## src/rtl/pixel_color_mixer.sv

```systemverilog
// pixel_color_mixer
//   Sits directly after the drawing stage. For each descriptor strobe it latches
//   the sprite/block flags, block colour, sprite address and video_on, fetches
//   the sprite texel when needed, picks the visible colour
//   (sprite > block > background), applies blanking and drives registered
//   8-bit RGB to the VGA DAC.
//
// Ports
//   clk, reset        system clock, synchronous active-high reset
//   in_valid          one-cycle descriptor strobe, accepted only when idle
//   in_is_sprite      pixel lies inside an active sprite
//   in_is_block       background block is visible
//   in_block_color    block colour (RRRGGGBBB)
//   in_sprite_addr    sprite memory address of this pixel
//   video_on          1 = active video, 0 = blanking
//   mem_rd, mem_addr  sprite memory read request (one-cycle pulse)
//   mem_data          texel, valid MEM_LAT cycles after the mem_rd cycle
//   vga_r/g/b         registered RGB, held between out_valid pulses
//   out_valid         one-cycle pulse when vga_r/g/b take a new pixel
//   busy              FSM is not idle
//   overrun           sticky: a strobe was dropped because the FSM was busy
module pixel_color_mixer #(
  parameter int                  COLOR_W     = 9,
  parameter int                  ADDR_W      = 14,
  parameter int                  MEM_LAT     = 1,
  parameter logic [COLOR_W-1:0]  TRANSPARENT = 9'h1FE,
  parameter logic [COLOR_W-1:0]  BG_COLOR    = 9'h000
) (
  input  logic               clk,
  input  logic               reset,
  input  logic               in_valid,
  input  logic               in_is_sprite,
  input  logic               in_is_block,
  input  logic [COLOR_W-1:0] in_block_color,
  input  logic [ADDR_W-1:0]  in_sprite_addr,
  input  logic               video_on,
  output logic               mem_rd,
  output logic [ADDR_W-1:0]  mem_addr,
  input  logic [COLOR_W-1:0] mem_data,
  output logic [7:0]         vga_r,
  output logic [7:0]         vga_g,
  output logic [7:0]         vga_b,
  output logic               out_valid,
  output logic               busy,
  output logic               overrun
);

  typedef enum logic [1:0] {
    S_IDLE,
    S_FETCH,
    S_WAIT,
    S_RESOLVE
  } state_t;

  // WAIT lasts MEM_LAT-1 cycles; the counter counts down to zero, so it is
  // loaded with MEM_LAT-2. Unused when MEM_LAT is 1.
  localparam logic [1:0] WAIT_INIT = (MEM_LAT > 1) ? 2'(MEM_LAT - 2) : 2'd0;

  state_t             state;
  logic [1:0]         wait_cnt;
  logic               lat_sprite;
  logic               lat_block;
  logic [COLOR_W-1:0] lat_color;
  logic               lat_video_on;
  logic [COLOR_W-1:0] pixel;

  // 3-bit channel to 8 bits by bit replication so full scale maps to 8'hFF.
  function automatic logic [7:0] expand(input logic [2:0] c);
    return {c, c, c[2:1]};
  endfunction

  assign busy = (state != S_IDLE);

  // Priority select on latched values; mem_data is only meaningful in RESOLVE
  // of the sprite path, which is the only place pixel is consumed.
  always_comb begin
    pixel = BG_COLOR;
    if (lat_sprite && (mem_data != TRANSPARENT)) begin
      pixel = mem_data;
    end else if (lat_block && (lat_color != TRANSPARENT)) begin
      pixel = lat_color;
    end
  end

  always_ff @(posedge clk) begin
    if (reset) begin
      state        <= S_IDLE;
      wait_cnt     <= 2'd0;
      lat_sprite   <= 1'b0;
      lat_block    <= 1'b0;
      lat_color    <= '0;
      lat_video_on <= 1'b0;
      mem_rd       <= 1'b0;
      mem_addr     <= '0;
      vga_r        <= 8'h00;
      vga_g        <= 8'h00;
      vga_b        <= 8'h00;
      out_valid    <= 1'b0;
      overrun      <= 1'b0;
    end else begin
      mem_rd    <= 1'b0;
      out_valid <= 1'b0;

      // Any strobe outside IDLE, including the RESOLVE cycle, is dropped.
      if (in_valid && (state != S_IDLE)) begin
        overrun <= 1'b1;
      end

      case (state)
        S_IDLE: begin
          if (in_valid) begin
            lat_sprite   <= in_is_sprite;
            lat_block    <= in_is_block;
            lat_color    <= in_block_color;
            lat_video_on <= video_on;
            mem_addr     <= in_sprite_addr;
            if (in_is_sprite) begin
              // Registered so the read pulse coincides with the FETCH cycle.
              mem_rd <= 1'b1;
              state  <= S_FETCH;
            end else begin
              state <= S_RESOLVE;
            end
          end
        end
        S_FETCH: begin
          if (MEM_LAT == 1) begin
            state <= S_RESOLVE;
          end else begin
            wait_cnt <= WAIT_INIT;
            state    <= S_WAIT;
          end
        end
        S_WAIT: begin
          if (wait_cnt == 2'd0) begin
            state <= S_RESOLVE;
          end else begin
            wait_cnt <= wait_cnt - 2'd1;
          end
        end
        S_RESOLVE: begin
          if (lat_video_on) begin
            vga_r <= expand(pixel[8:6]);
            vga_g <= expand(pixel[5:3]);
            vga_b <= expand(pixel[2:0]);
          end else begin
            vga_r <= 8'h00;
            vga_g <= 8'h00;
            vga_b <= 8'h00;
          end
          out_valid <= 1'b1;
          state     <= S_IDLE;
        end
        default: state <= S_IDLE;
      endcase
    end
  end

endmodule

```

## config.mk

```make
export PLATFORM = sky130hd
export DESIGN_NAME = pixel_color_mixer
export DESIGN_NICKNAME = d
export VERILOG_FILES = /design/src/rtl/pixel_color_mixer.sv
export SDC_FILE = /design/constraint.sdc
export NUM_CORES = 1
export LEC_CHECK = 0
export CORE_ASPECT_RATIO = 0.6
export CORE_UTILIZATION = 45
export CTS_CLUSTER_DIAMETER = 100
export DETAILED_ROUTE_END_ITERATION = 8
export PLACE_DENSITY = 0.83
export SYNTH_ARGS = -nofsm -noshare
export SYNTH_HDL_FRONTEND = slang
export SYNTH_SLANG_ARGS = --single-unit
```

## constraint.sdc

```tcl
create_clock -name clk -period 3.17 [get_ports clk]
set_input_delay 0.634 -clock clk [delete_from_list [all_inputs] [get_ports clk]]
set_output_delay 0.634 -clock clk [all_outputs]
set_load 0.1 [all_outputs]
```

==> impl_results.md <==
* Leakage at 1.07 nW
* Sequential-to-total area share from yosys stat at a little under half
* Yosys warns at 0
* CTS tree: built
* CTS sink count at 42
* CP Max Fanout at 5
* Worst-margin pin slew at 0.850 ns
* FFs w/ async S/R, synth at 0%
* Met3 routed WL at 593 µm
* Final Max Tran Viols at 0
* Outcome: finished clean
* Vias/cell at 5.06
* Post-synth net total at 278
* Synth top area cells: dfxtp_1 (45%), nand2_1 (12%), a21oi_1 (8.8%), buf_4 (6.0%), ha_1 (4.0%)
* Count leader, synth: nand2_1
* Peak VDD IR at 314 µV
* Post-Syn Area at 0.00187 mm²
* Wire per inst at 13.2 µm
* CTS Hold Bufs at 0
* Ant diodes at 0
* Vias at between 1500 and 2000
* Max cap viols at 0
* I/O pin cnt at 80
* Area share of the largest cell type after synthesis at between 40% and 50%
* Final period util at about 67%
* DIE HEIGHT at slightly above 50 µm
* Initial Util at 49.0%
* Top Metal Used: met4
* RD Place Congestion at 0.790
* Drt pass-1 iters at 4
* Vias in the first global route at between 1500 and 2000
* Total power at between 0.001 and 0.0015 W
* Detailed Place HPWL at 3180 µm
* Post-route cell area at 0.00257 mm²
* Max clock buf depth at 2
* DRT iter0 DRCs at 64
* DRC at 0
* Gr usage total at between 20% and 30%
* Rows at 17
* Core Area at ~0.0038 mm²
* Share of cells above drive strength 1 at between 10% and 20%
* Main synth FF type: dfxtp_1
* Crit. End Element: primary output
* M1 wire length at 2110 µm
* CTS buffer count at 5
* Slew headroom at between 40% and 50%
* Commonest cells post-synth: nand2_1 (62), dfxtp_1 (42), a21oi_1 (33), buf_4 (15), nand3_1 (12)
* Die area at 0.00442 mm²
* Area Overhead vs Synth at 37.7%
* Number of flops mapped to enable cells by yosys at 0
* Net count, final at between 300 and 400
* CP Launch Type: register
* Critical path class: register to primary output
* Avg Cell Area, Syn at 7.98 µm²
* DR WL met2 at between 1500 and 2000 µm
* Clk_skew at 0.00353 ns
* Tmin final at 2.13 ns
* Fin Setup TNS at 0 ns
* Post CTS Setup Buffer Count at 0
* Fin. Hold Viols at 0
* GR Overflow Total at 0
* Final ANT Viol Nets at 0
* Pin count of the biggest net entering global routing at 40
* Register bit count reported by yosys at 42
* Post-CTS sizing at 0
* Routed WL at 4500 µm
* First-pass GRT wire length at about 7300 µm
* Clock root cell: clkbuf_8
* Worst-Skew Late Latency at about 0.30 ns
* H-tree depth at 2
* Initial antenna violation count at 0
* RSZ-0062 raised after global routing: no
* Critical path data arrival time at 1.49 ns
* Synth area leader: dfxtp_1
* Post-place instance area at between 0.002 and 0.0025 mm²
* Port Buffer Count at between 70 and 80
* Cells after synthesis at 234
* Critical Path RT at 2.54 ns
* Number of distinct library cells after synthesis at 34
* Final setup viols at 0
* HP Class: register to register
* P per Cell Area at 537 mW/mm²
* Worst-path clk slew at 0.08 ns
* Die Span X at 85.2 µm
* Fmax at 0.470 GHz
-- area by class of cell --
class	instances	area, µm²
fillers	340	1240
flip-flops and latches	42	841
multi-input cells	157	832
repair buffers	80	693
clock buffers	6	82.6
well taps	47	58.8
inverters	9	33.8
clock inverters	1	30.0
-- worst max-delay path: stages, from the launching register on --
cell and delay, ns:
dfxtp_1 0.42, inv_1 0.10, ha_1 0.23, inv_1 0.14, buf_4 0.31
-- registers in the layout, summed over array words and instances (netlist names), 2 cells and up --
signal,flops
lat_color,9
mem_addr,14
state,2
vga_b,3
vga_g,3
vga_r,3
wait_cnt,2
-- logic make-up after synthesis --
| group | Yosys count | synth area share (%) |
|---|---|---|
| flip-flops | 42 | 45.0 |
| buffers and inverters | 35 | 10.4 |
| AND/OR/NAND/NOR | 104 | 25.7 |
| AO/OA/AOI/OAI | 45 | 13.8 |
| XOR/XNOR | 1 | 0.469 |
| adder cells (fa/ha/maj) | 6 | 4.02 |
| multiplexers | 1 | 0.536 |
-- routing by layer --
metal | global-route usage [%] | vias to the layer above
li1 | - | 890
met5 | 0 | -
met4 | 5.93 | 0
met3 | 11.7 | 4
met1 | 27.5 | 746
met2 | 32.4 | 89
-- report_power, final --
part | switching [W] | total, W | internal [W]
logic | 0.000250 | 0.000356 | 0.000106
clock network | 0.000182 | 0.000434 | 0.000252
registers | 0.0000287 | 0.000591 | 0.000562
total | 0.000461 | 0.00138 | 0.000920
-- layout by cell type, fill, tap and decap left out, types with 2 or more instances in the layout --
cell             synthesis  final
a211oi_1                 3      3
a21oi_1                 33     33
a311oi_1                 2      2
and3_1                   4      4
and4b_1                  2      2
buf_4                   15     43
clkbuf_8                 0      6
clkdlybuf4s50_1          0     37
dfxtp_1                 42     42
ha_1                     6      6
inv_1                    9      9
nand2_1                 62     62
nand2b_1                 2      2
nand3_1                 12     12
nand4_1                  4      4
nor2_1                   7      7
nor2b_1                  3      3
nor3_1                   3      3
-- path summary, 6_finish.rpt --
kind,startpoint,to,slack (ns),cells after the start
max,state[1]$_SDFFE_PP0P_,busy,1.04,4
min,mem_addr[12]$_SDFFE_PP0P_,mem_addr[12]$_SDFFE_PP0P_,0.46,2
max reg2reg,state[1]$_SDFFE_PP0P_,lat_color[4]$_SDFFE_PP0P_,1.41,5
min reg2reg,mem_addr[12]$_SDFFE_PP0P_,mem_addr[12]$_SDFFE_PP0P_,0.46,2
-- stage by stage --
stage | utilization (%) | setup WS (ns) | hold slack, ns | std cells
6_report | 67.5 | 1.04 | 0.457 | 342
3_5_place_dp | 64.6 | 1.03 | 0.447 | 335
5_1_grt | 67.5 | 0.956 | 0.474 | 342
3_3_place_gp | 64.6 | 1.06 | 0.442 | 335
4_1_cts | 67.5 | 1.03 | 0.458 | 342
2_1_floorplan | - | 1.14 | 0.440 | 234
(Power assumes the default switching activity.)
==> RTL change: new RTL, same settings <==
Make the reset (`reset`) asynchronous in one clocked block. Comments in the files are not updated.
--- a/src/rtl/pixel_color_mixer.sv
+++ b/src/rtl/pixel_color_mixer.sv
@@ -82,7 +82,7 @@
     end
   end
 
-  always_ff @(posedge clk) begin
+  always_ff @(posedge clk or posedge reset) begin
     if (reset) begin
       state        <= S_IDLE;
       wait_cnt     <= 2'd0;
Behaviour: differs if reset is asserted again (counterexample within 4 cycles, from zero or initial values and one cycle with reset high); with reset held inactive, the same outputs for 10 cycles.
==> RTL change against the unedited design <==
Wire length is 9.7% lower; final area rose by 3.6%; setup slack improved by 0.040 ns; critical path depth unchanged; global-route usage down 1.8 points; sequential cell count unchanged; area after synthesis is 1.9% higher; fmax increased by 1.9%; utilization is 1.6 points higher; highest routed layer unchanged.
Power is not shown: default switching activity piles up to over one toggle a cycle in this logic, so the estimate is an artifact.
==> RTL change: results <==
metrics = {
    "outcome": {
        "status": "finished clean",
    },
    "global_route": {
        "grtUsageTotal_pct": 20.0,
        "grt_max_degree": 30,
        "antenna_found_initial": 0,
        "grt_pass1_wl_mm": 6.60,
    },
    "clocking": {
        "cts-root-buf": "clkbuf_8",
        "clock_latency_ns": 0.30,
        "clk_pin_slew_ns": 0.08,
        "cts.path.max_buffers": 2,
        "cts-resized-gates": 0,
        "cts_max_level": 2,
        "cts_inserted_buffers": 5,
        "cts_setup_buffers": 0,
    },
    "sta": {
        "relSlewSlack_pct": 65.9,
        "clock_skew_ns": 0.00774,
    },
    "synth": {
        "seq_area_frac_synth_pct": 55.2,
        "syn-num-nets": 190,
        "synthFlopType": "dfrtp_1",
        "synth_top_cells_by_count": "dfrtp_1, mux2_2, buf_4",
        "ys_warn_count": 0,
        "synth_cell_types": 31,
        "yosys-top-cells-area": "dfrtp_1, mux2_2, buf_4, a221o_2, ha_1",
        "avgSynthCellArea_um2": 12.9,
        "async_flop_share_pct": 100,
    },
    "place": {
        "hpwl_mm": 3.06,
        "preCtsSetupSlack_ns": 0.817,
        "placedCellCount": 268,
        "io_buffers": 79,
        "gp_congestion": 0.830,
    },
    "layout": {
        "drive_gt1_share_pct": 39.3,
        "top_regs": "mem_addr x14, lat_color x9",
        "n_antenna_cell": 0,
        "fin_nets": 261,
    },
    "detailed_routing": {
        "drtIter0Drc": 48,
        "vias": 1382,
        "viasPerCell": 5.01,
        "wl_per_cell_um": 14.7,
        "first_pass_iters": 4,
    },
    "min_path": {
        "worstHoldPathType": "reg2reg",
    },
    "setup_path": {
        "cp_slowest_cell": "dfrtp_1",
        "cp_max_fo": 4,
        "slowest_delay_ns": 0.41,
    },
}
-- RTL change: per-layer routing --
| layer | share of wire [%] | wire length [um] | GRT usage [%] | up-vias |
|---|---|---|---|---|
| met5 | 0 | 0 | 0 | - |
| met4 | 0.71 | 29 | 7.22 | 0 |
| met3 | 9.0 | 365 | 8.50 | 5 |
| met2 | 47 | 1900 | 32.1 | 67 |
| met1 | 44 | 1770 | 24.4 | 671 |
| li1 | - | - | - | 639 |
-- RTL change: area by class of cell --
class / count / area, um2
fill: 278 / 1190
sequential: 42 / 1050
timing repair buffer: 81 / 701
multi-input combinational: 78 / 692
clock buffer: 6 / 72.6
tap: 57 / 71.3
clock inverter: 2 / 37.5
inverter: 10 / 37.5
-- RTL change: cells by family (layout without fill, tap and decap cells) --
family,Yosys count,after routing,synth area share (%)
flip-flops,42,42,55.2
buffers and inverters,27,99,8.42
multiplexers,25,25,14.8
AND/OR/NAND/NOR,25,25,7.56
AO/OA/AOI/OAI,22,22,10.3
adder cells (fa/ha/maj),5,5,3.29
XOR/XNOR,1,1,0.460
-- RTL change: worst max-delay path, delay by kind of cell, from the launching register on --
family	cells	cell delay (ns)
adders and majority gates	1	0.24
buffers and inverters	3	0.50
DFF	1	0.41
-- RTL change: through the flow --
step                      cell area [um2]  hold slack, ns
final                                2660           0.460
after global routing                 2660           0.496
after detailed placement             2550           0.446
after global placement               2550           0.438
after floorplan                      1900           0.446
after CTS                            2660           0.464
-- RTL change: final timing paths --
check | startpoint | end | slack [ns] | cells past startpoint
max | state[0] | busy | 1.08 | 4
max reg2reg | state[1] | vga_b[6] | 1.43 | 4
max in group asynchronous | reset | mem_rd | 1.74 | 3
min in group asynchronous | reset | mem_addr[5] | 0.66 | 2
min reg2reg | overrun | overrun | 0.46 | 1
min | overrun | overrun | 0.46 | 1
